<file path="src/rtl/cordic_pipe_param_if.sv">
// rtl/cordic_pipe_param_if.sv - sample-in / result-out bundle for the CORDIC pipeline
interface cordic_pipe_param_if #(
   parameter int WIDTH = 16,
   parameter int ANG_W = 16
);
   logic                    ce;
   logic                    in_valid;
   logic                    mode;
   logic signed [WIDTH-1:0] xin;
   logic signed [WIDTH-1:0] yin;
   logic signed [ANG_W-1:0] ang;
   logic                    out_valid;
   logic signed [WIDTH-1:0] Xout;
   logic signed [WIDTH-1:0] Yout;
   logic signed [ANG_W-1:0] Zout;

   modport master (
      output ce, in_valid, mode, xin, yin, ang,
      input  out_valid, Xout, Yout, Zout
   );

   modport slave (
      input  ce, in_valid, mode, xin, yin, ang,
      output out_valid, Xout, Yout, Zout
   );
endinterface

</file>
<file path="src/rtl/cordic_pipe_param.sv">
// rtl/cordic_pipe_param.sv - pipelined CORDIC, rotation/vectoring, quadrant pre-rotation, gain-compensated
module cordic_pipe_param #(
   parameter int WIDTH  = 16,
   parameter int ANG_W  = 16,
   parameter int STAGES = 14,
   parameter int GUARD  = 2
) (
   input logic clk,
   input logic reset,
   cordic_pipe_param_if.slave bus
);
   localparam int IW = WIDTH + GUARD + 1;
   localparam int PW = IW + 17;
   localparam logic signed [ANG_W-1:0] HALF_PI = {2'b01, {(ANG_W-2){1'b0}}};
   localparam logic signed [PW-1:0]    KQ      = PW'(39797);
   localparam logic signed [PW-1:0]    RND     = PW'(32768);
   localparam logic signed [PW-1:0]    MAXP    = {{(PW-WIDTH+1){1'b0}}, {(WIDTH-1){1'b1}}};
   localparam logic signed [PW-1:0]    MINP    = {{(PW-WIDTH+1){1'b1}}, {(WIDTH-1){1'b0}}};

   // atan(2^-i) in 2^32-per-turn units; rescaled to ANG_W with round-to-nearest
   function automatic logic [31:0] atan32(input int i);
      case (i)
         0:  return 32'h20000000;  1:  return 32'h12E4051E;
         2:  return 32'h09FB385B;  3:  return 32'h051111D4;
         4:  return 32'h028B0D43;  5:  return 32'h0145D7E1;
         6:  return 32'h00A2F61E;  7:  return 32'h00517C55;
         8:  return 32'h0028BE53;  9:  return 32'h00145F2F;
         10: return 32'h000A2F98;  11: return 32'h000517CC;
         12: return 32'h00028BE6;  13: return 32'h000145F3;
         14: return 32'h0000A2FA;  15: return 32'h0000517D;
         16: return 32'h000028BE;  17: return 32'h0000145F;
         18: return 32'h00000A30;  19: return 32'h00000518;
         20: return 32'h0000028C;  21: return 32'h00000146;
         22: return 32'h000000A3;  23: return 32'h00000051;
         24: return 32'h00000029;  25: return 32'h00000014;
         26: return 32'h0000000A;  27: return 32'h00000005;
         28: return 32'h00000003;  29: return 32'h00000001;
         30: return 32'h00000001;
         default: return 32'h00000000;
      endcase
   endfunction

   function automatic logic signed [ANG_W-1:0] atan_q(input int i);
      logic [32:0] t;
      t = {1'b0, atan32(i)} + (33'd1 << (31 - ANG_W));
      return ANG_W'(t >> (32 - ANG_W));
   endfunction

   function automatic logic signed [WIDTH-1:0] sat(input logic signed [PW-1:0] v);
      if (v > MAXP)
         return {1'b0, {(WIDTH-1){1'b1}}};
      else if (v < MINP)
         return {1'b1, {(WIDTH-1){1'b0}}};
      else
         return $signed(v[WIDTH-1:0]);
   endfunction

   // index 0 holds the pre-rotated sample, index i+1 the result of iteration i
   logic [STAGES:0]         v_r;
   logic [STAGES-1:0]       m_r;
   logic signed [IW-1:0]    x_r [0:STAGES];
   logic signed [IW-1:0]    y_r [0:STAGES];
   logic signed [ANG_W-1:0] z_r [0:STAGES];
   logic signed [IW-1:0]    x_n [0:STAGES-1];
   logic signed [IW-1:0]    y_n [0:STAGES-1];
   logic signed [ANG_W-1:0] z_n [0:STAGES-1];

   logic                    ov_r;
   logic signed [WIDTH-1:0] xo_r, yo_r;
   logic signed [ANG_W-1:0] zo_r;

   logic signed [IW-1:0]    xe, ye, px, py;
   logic signed [ANG_W-1:0] pz;
   logic [1:0]              q;
   logic signed [PW-1:0]    xm, ym;

   assign xe = IW'(bus.xin);
   assign ye = IW'(bus.yin);
   assign q  = bus.ang[ANG_W-1 -: 2];

   // bring the vector into the right half-plane; IW leaves room to negate -2^(WIDTH-1)
   always_comb begin
      px = xe;
      py = ye;
      pz = bus.ang;
      if (bus.mode) begin
         pz = '0;
         if (xe[IW-1]) begin
            if (!ye[IW-1]) begin
               px = ye;  py = -xe; pz = HALF_PI;
            end else begin
               px = -ye; py = xe;  pz = -HALF_PI;
            end
         end
      end else begin
         case (q)
            2'b01: begin px = -ye; py = xe;  pz = bus.ang - HALF_PI; end
            2'b10: begin px = ye;  py = -xe; pz = bus.ang + HALF_PI; end
            default: ;
         endcase
      end
   end

   always_comb begin
      for (int i = 0; i < STAGES; i++) begin
         if (m_r[i] ? y_r[i][IW-1] : !z_r[i][ANG_W-1]) begin
            x_n[i] = x_r[i] - (y_r[i] >>> i);
            y_n[i] = y_r[i] + (x_r[i] >>> i);
            z_n[i] = z_r[i] - atan_q(i);
         end else begin
            x_n[i] = x_r[i] + (y_r[i] >>> i);
            y_n[i] = y_r[i] - (x_r[i] >>> i);
            z_n[i] = z_r[i] + atan_q(i);
         end
      end
   end

   assign xm = (PW'(x_r[STAGES]) * KQ + RND) >>> 16;
   assign ym = (PW'(y_r[STAGES]) * KQ + RND) >>> 16;

   always_ff @(posedge clk or posedge reset) begin
      if (reset) begin
         v_r  <= '0;
         m_r  <= '0;
         for (int i = 0; i <= STAGES; i++) begin
            x_r[i] <= '0;
            y_r[i] <= '0;
            z_r[i] <= '0;
         end
         ov_r <= 1'b0;
         xo_r <= '0;
         yo_r <= '0;
         zo_r <= '0;
      end else if (bus.ce) begin
         v_r    <= {v_r[STAGES-1:0], bus.in_valid};
         m_r    <= {m_r[STAGES-2:0], bus.mode};
         x_r[0] <= px;
         y_r[0] <= py;
         z_r[0] <= pz;
         for (int i = 0; i < STAGES; i++) begin
            x_r[i+1] <= x_n[i];
            y_r[i+1] <= y_n[i];
            z_r[i+1] <= z_n[i];
         end
         ov_r <= v_r[STAGES];
         xo_r <= sat(xm);
         yo_r <= sat(ym);
         zo_r <= z_r[STAGES];
      end
   end

   assign bus.out_valid = ov_r;
   assign bus.Xout      = xo_r;
   assign bus.Yout      = yo_r;
   assign bus.Zout      = zo_r;
endmodule

</file>
<file path="src/flat_wrapper.sv">
// flat-port wrapper written by rule: the top's interface ports become plain ports
module cordic_pipe_param_flat 
#(
   parameter int WIDTH  = 16,
   parameter int ANG_W  = 16,
   parameter int STAGES = 14,
   parameter int GUARD  = 2
)
  (clk, reset, bus_ce, bus_in_valid, bus_mode, bus_xin, bus_yin, bus_ang, bus_out_valid, bus_Xout, bus_Yout, bus_Zout);
  cordic_pipe_param_if #(.WIDTH(WIDTH), .ANG_W(ANG_W)) bus_i ();
  input logic clk;
  input logic reset;
  input wire logic [$bits(bus_i.ce)-1:0] bus_ce;
  input wire logic [$bits(bus_i.in_valid)-1:0] bus_in_valid;
  input wire logic [$bits(bus_i.mode)-1:0] bus_mode;
  input wire logic [$bits(bus_i.xin)-1:0] bus_xin;
  input wire logic [$bits(bus_i.yin)-1:0] bus_yin;
  input wire logic [$bits(bus_i.ang)-1:0] bus_ang;
  output wire logic [$bits(bus_i.out_valid)-1:0] bus_out_valid;
  output wire logic [$bits(bus_i.Xout)-1:0] bus_Xout;
  output wire logic [$bits(bus_i.Yout)-1:0] bus_Yout;
  output wire logic [$bits(bus_i.Zout)-1:0] bus_Zout;
  assign bus_i.ce = bus_ce;
  assign bus_i.in_valid = bus_in_valid;
  assign bus_i.mode = bus_mode;
  assign bus_i.xin = bus_xin;
  assign bus_i.yin = bus_yin;
  assign bus_i.ang = bus_ang;
  assign bus_out_valid = bus_i.out_valid;
  assign bus_Xout = bus_i.Xout;
  assign bus_Yout = bus_i.Yout;
  assign bus_Zout = bus_i.Zout;
  cordic_pipe_param #(.WIDTH(WIDTH), .ANG_W(ANG_W), .STAGES(STAGES), .GUARD(GUARD)) u_core (.clk(clk), .reset(reset), .bus(bus_i));
endmodule
</file>
<file path="config.mk">
export PLATFORM = sky130hd
export DESIGN_NAME = cordic_pipe_param_flat
export DESIGN_NICKNAME = d
export VERILOG_FILES = /design/src/rtl/cordic_pipe_param_if.sv /design/src/rtl/cordic_pipe_param.sv /design/src/flat_wrapper.sv
export SDC_FILE = /design/constraint.sdc
export NUM_CORES = 2
export LEC_CHECK = 0
export ABC_AREA = 1
export CAP_MARGIN = 20
export CELL_PAD_IN_SITES_DETAIL_PLACEMENT = 1
export CELL_PAD_IN_SITES_GLOBAL_PLACEMENT = 1
export CORE_MARGIN = 1
export CORE_UTILIZATION = 52
export CTS_CLUSTER_DIAMETER = 200
export DETAILED_ROUTE_END_ITERATION = 12
export GPL_TIMING_DRIVEN = 0
export PLACE_DENSITY = 0.87
export SLEW_MARGIN = 0
export SYNTH_ARGS = -nofsm -noshare
export SYNTH_HDL_FRONTEND = slang
export SYNTH_SLANG_ARGS = --single-unit
</file>
<file path="constraint.sdc">
create_clock -name clk -period 48.6 [get_ports clk]
set_clock_uncertainty 0.15 [all_clocks]
set_input_delay 4.86 -clock clk [delete_from_list [all_inputs] [get_ports clk]]
set_output_delay 4.86 -clock clk [all_outputs]
set_load 0.05 [all_outputs]
</file>
---- Word-level counts from Yosys, hierarchy flattened ----
Index checks and enable logic that the tools add are counted.
operators by class
  bitwise gates (word level) .............. 0
  shift operators ......................... 0
  muxes and demuxes ....................... 100
  div/mod/pow operators ................... 0
  multipliers ............................. 2
  $lt $le $gt $ge ......................... 4
  reduce and logical (&&, ||, !) cells .... 14
  $add $sub $neg .......................... 117
  equal/unequal tests ..................... 2
operators with widths
  cell                    number
  $add 32x16->32 const B  28
  $mux 32                 28
  $mux 19                 34
  $mux 16                 21
  $add 16x16->16          14
  $sub 16x16->16          14
  $pmux 19 s2             2
  $add 36x17->36 const B  2
  $mul 19x17->36 const B  2
  $gt 20x16->1 const B    2
  $lt 20x16->1 const B    2
  $add 19x10->19          2
  $add 19x11->19          2
  $add 19x12->19          2
  $add 19x13->19          2
  $add 19x14->19          2
  $add 19x15->19          2
  $add 19x16->19          2
  $add 19x17->19          2
  $add 19x18->19          2
  $add 19x6->19           2
  $add 19x7->19           2
  $add 19x8->19           2
  $add 19x9->19           2
  23 further kinds        64
storage, ports and cells
  output and inout bits ................... 49
  memory bits (read-only) ................. 0
  input port bits ......................... 53
  bits in latches ......................... 0
  memories kept ........................... 0
  register bits ........................... 888
  bits in writable memories ............... 0
  word-level logic and storage cells ...... 290

---- Longest topological paths before layout ----
  depth after elaboration ................. 6
  mapped depth ............................ 31
  mapped depth without buffers ............ 30

---- Worst setup path after synthesis ----
No wires, ideal clock.
  kind .................................... input to register
  start point ............................. input port bus_yin[1]
  end point ............................... register u_core.x_r[284] in the netlist's numbering
  arrival time ............................ 6533 ps
  stages .................................. 14
  path buffers ............................ 0
  slack ................................... 41835 ps
  path through ............................ inv_1 -> ha_1 -> nand2_1 -> nor2_1 -> nand3_1 -> nor2_1 -> nand3_1 -> inv_1 -> nand2_1 -> nor3_1 -> ha_1 -> o21ai_0 -> nand2_1 -> a31oi_1
between the ends
  word-level cells in the longest chain between the ends .. 4
  elaborated cells on any way between the ends .. 5
RTL lines
  what                            line                                              source
  start: declaration              flat_wrapper.sv:17                                input wire logic [$bits(bus_i.yin)-1:0] bus_yin;
  $neg 16->19 *                   cordic_pipe_param.sv:92, cordic_pipe_param.sv:97
  $mux 19                         cordic_pipe_param.sv:89                           if (!ye[IW-1]) begin
  $mux 19                         cordic_pipe_param.sv:88                           if (xe[IW-1]) begin
  $mux 19 *                       cordic_pipe_param.sv:86                           if (bus.mode) begin
  end signal: indexed assignment  cordic_pipe_param.sv:141                          x_r[i+1] <= x_n[i];
  end: declaration                cordic_pipe_param.sv:61                           logic signed [IW-1:0] x_r [0:STAGES];
Every way passes the cells marked *; elsewhere a longest branch is shown, timed or not.
A chain may end at the register's enable or synchronous reset.

==> metrics.txt <==
status finished, final reports clean; fin worst setup slack 40.19 ns; Tcrit/Tclk final 17.3%; min Tclk post-route 8.41 ns; post-route cell area 99000 um2; max_cap viols 0; crit path launch type input port; Clk Latency, worst-skew pair 0.81 ns; share of cells above drive strength 1 3.48%; Area Overhead vs Synth 9.60%; global-route wire length before repair 592000 um; initial antenna violation count 19; CTS Buffer Depth 3; final wirelength 390000 um; WHS 0.328 ns; Post-DP Area 94900 um2; Worst Max-Slew Pin Slew 1.26 ns; Top delay family on crit path buffers and inverters; Ports 102; WP data required 49.11 ns; number of DRC markers in iteration 0 7930; commonest cells after routing, fill and taps aside nand2_1 (3041), inv_1 (1671), o21ai_0 (1173); CP max-delay cell clkbuf_2; Worst slew margin 15.8%; clock sink count 887; die area 175000 um2; Unique masters post-synth 57; total track usage 43.9%; die height 419 um; vias 94100; largest net degree at the start of global routing 133; number of synthesized register bits 887; vias in the first global route 100000; DP Worst Slack 39.68 ns; setup TNS 0 ns; synth warn 0; Routed Antenna Nets 0; Max Slew Vio Count 0; TritonCTS clock tree built; DR WL/cell 25.7 um; Vias/cell 6.19; crit path cell chain buf_2, inv_1, buf_2, buf_2, clkbuf_1, clkbuf_2, nand2_1, o31ai_1; nets 14200; Post-synth EDFFs 0; CTS Hold Bufs 0; Buf/Inv on CP 6; Gate Count Post-Synth 12500; H-tree depth 3; post-cts sizing count 0; FP Rows 152; CP dominant cell by count buf_2; Detailed Place HPWL 307000 um; worst min-delay path class reg2reg; register area share after synthesis 24.6%; Max Clk Rate 0.119 GHz; drt drc 0; Post-synth top flop dfrtp_1; crit path kind in2reg; IO buf count 98; core area 172000 um2; Post-Syn Nets 14000; CP max stage delay 0.94 ns; Mapped Avg Cell Area 7.21 um2; Initial Utilization 52.5%; CTS Root Cell clkbuf_16; Die Wd 419 um; grt ovf 0; CTS Buf Count 108; Mapped Area 90400 um2; Pre-antenna DRT Iters 8; Critical Path Sink Type flop; Final Wtd Congestion 1.01; Crit path arrival time 8.92 ns; unrepaired setup endpoints after global routing false; Fin. Hold Viols 0; post-CTS setup buffer count 0; commonest non-fill, non-tap cell in the layout nand2_1; Final setup viols 0; Synth async-reset ratio 100%; Crit Path Max Fanout 10; clock slew at reported path FFs 0.06 ns
==> cell families after synthesis <==
kind of cell               count (synthesis)  synth area share, %
xor gates and xnor gates                 633                 6.15
adders and majority gates               1370                 21.7
buffers and inverters                   1966                 8.24
AOI/OAI and AO/OA                       2783                 17.0
DFF                                      887                 24.6
and+or+nand+nor                         4900                 22.3
==> through the flow <==
stage | instances | util, %
after floorplan | 12500 | -
after global placement | 14900 | 54.7
after detailed placement | 15000 | 55.1
after CTS | 15200 | 57.4
after global routing | 15200 | 57.5
final | 15200 | 57.5
==> Yosys cell counts (7+ instances only) <==
master | count | area share, %
a22oi_1 | 18 | 0.15
o21ai_1 | 23 | 0.13
o21ai_2 | 8 | 0.078
clkbuf_1 | 238 | 0.99
inv_1 | 1672 | 6.9
or2_2 | 111 | 0.77
o21ai_0 | 1173 | 6.5
o2111ai_1 | 7 | 0.068
nor2_1 | 795 | 3.3
a211oi_1 | 19 | 0.16
a22o_1 | 34 | 0.33
nand3_1 | 564 | 3.1
o21bai_1 | 61 | 0.51
o211ai_1 | 48 | 0.40
a31oi_1 | 164 | 1.1
a21oi_1 | 974 | 5.4
a21boi_0 | 19 | 0.16
o221ai_1 | 32 | 0.31
fa_1 | 324 | 7.2
nor4_1 | 41 | 0.28
a21o_1 | 36 | 0.30
nor2_2 | 8 | 0.055
nor3_1 | 170 | 0.94
buf_1 | 16 | 0.066
nand3b_1 | 15 | 0.12
o31ai_1 | 76 | 0.63
o21a_1 | 43 | 0.36
dfrtp_1 | 887 | 25
o22ai_1 | 17 | 0.12
xor2_1 | 426 | 4.1
nand2_1 | 3041 | 13
ha_1 | 1046 | 14
nand2_2 | 10 | 0.069
nand4_1 | 95 | 0.66
a221oi_1 | 9 | 0.087
xnor2_1 | 205 | 2.0
or2_0 | 9 | 0.062
a21oi_2 | 12 | 0.12
or2_1 | 10 | 0.069
inv_2 | 7 | 0.029
and2_1 | 17 | 0.12
buf_2 | 24 | 0.13
==> final timing paths <==
check | endpoint | startpoint | cells past startpoint | slack, ns
min in group asynchronous | u_core.bus.Zout[5] | reset | 2 | 4.29
setup / recovery | u_core.x_r[240] | bus_ce | 8 | 40.19
max in group asynchronous | u_core.x_r[156] | reset | 5 | 41.97
setup reg to reg | u_core.bus.Xout[5] | u_core.x_r[10] | 24 | 41.70
hold reg to reg | u_core.v_r[8] | u_core.v_r[8] | 2 | 0.33
hold / removal | u_core.v_r[8] | u_core.v_r[8] | 2 | 0.33
==> routing by layer <==
layer / share of wire (%) / track usage (%)
met2: 46 / 71.9
met3: 7.6 / 9.20
met4: 8.0 / 30.7
met1: 38 / 51.3
met5: 0.042 / 0
==> flip-flops by register name (all words and copies together) (netlist names) <==
register / flops
u_core.bus.Zout: 16
u_core.z_r: 240
u_core.x_r: 284
u_core.bus.out_valid: 1
u_core.bus.Xout: 16
u_core.bus.Yout: 16
u_core.y_r: 285
u_core.m_r: 14
u_core.v_r: 15
==> worst register-to-register path: stages (launching register included) <==
cell	delay, ns
dfrtp_1	0.70
ha_1	0.46
inv_1	0.12
fa_1	0.53
fa_1	0.53
inv_1	0.06
fa_1	0.52
fa_1	0.58
inv_1	0.08
fa_1	0.56
inv_1	0.05
ha_1	0.35
nand2_1	0.14
nor2_1	0.35
and3_1	0.22
nand2_1	0.07
nand2_1	0.17
a21oi_1	0.13
nand2_1	0.07
nand2_1	0.20
nand2_1	0.27
buf_4	0.21
nand2_1	0.08
nand2_1	0.11
nand2_1	0.08
==> final cells by class <==
cell class | count | area (um2)
Sequential cell | 887 | 22200
Clock inverter | 53 | 905
Tap cell | 2310 | 2890
Fill cell | 22300 | 73100
Timing Repair Buffer | 143 | 1790
Antenna cell | 7 | 17.5
Buffer | 283 | 1170
Inverter | 1683 | 6320
Clock buffer | 144 | 3030
Multi-Input combinational cell | 9686 | 60700
Power is not shown: default switching activity piles up to over one toggle a cycle in this logic, so the estimate is an artifact.
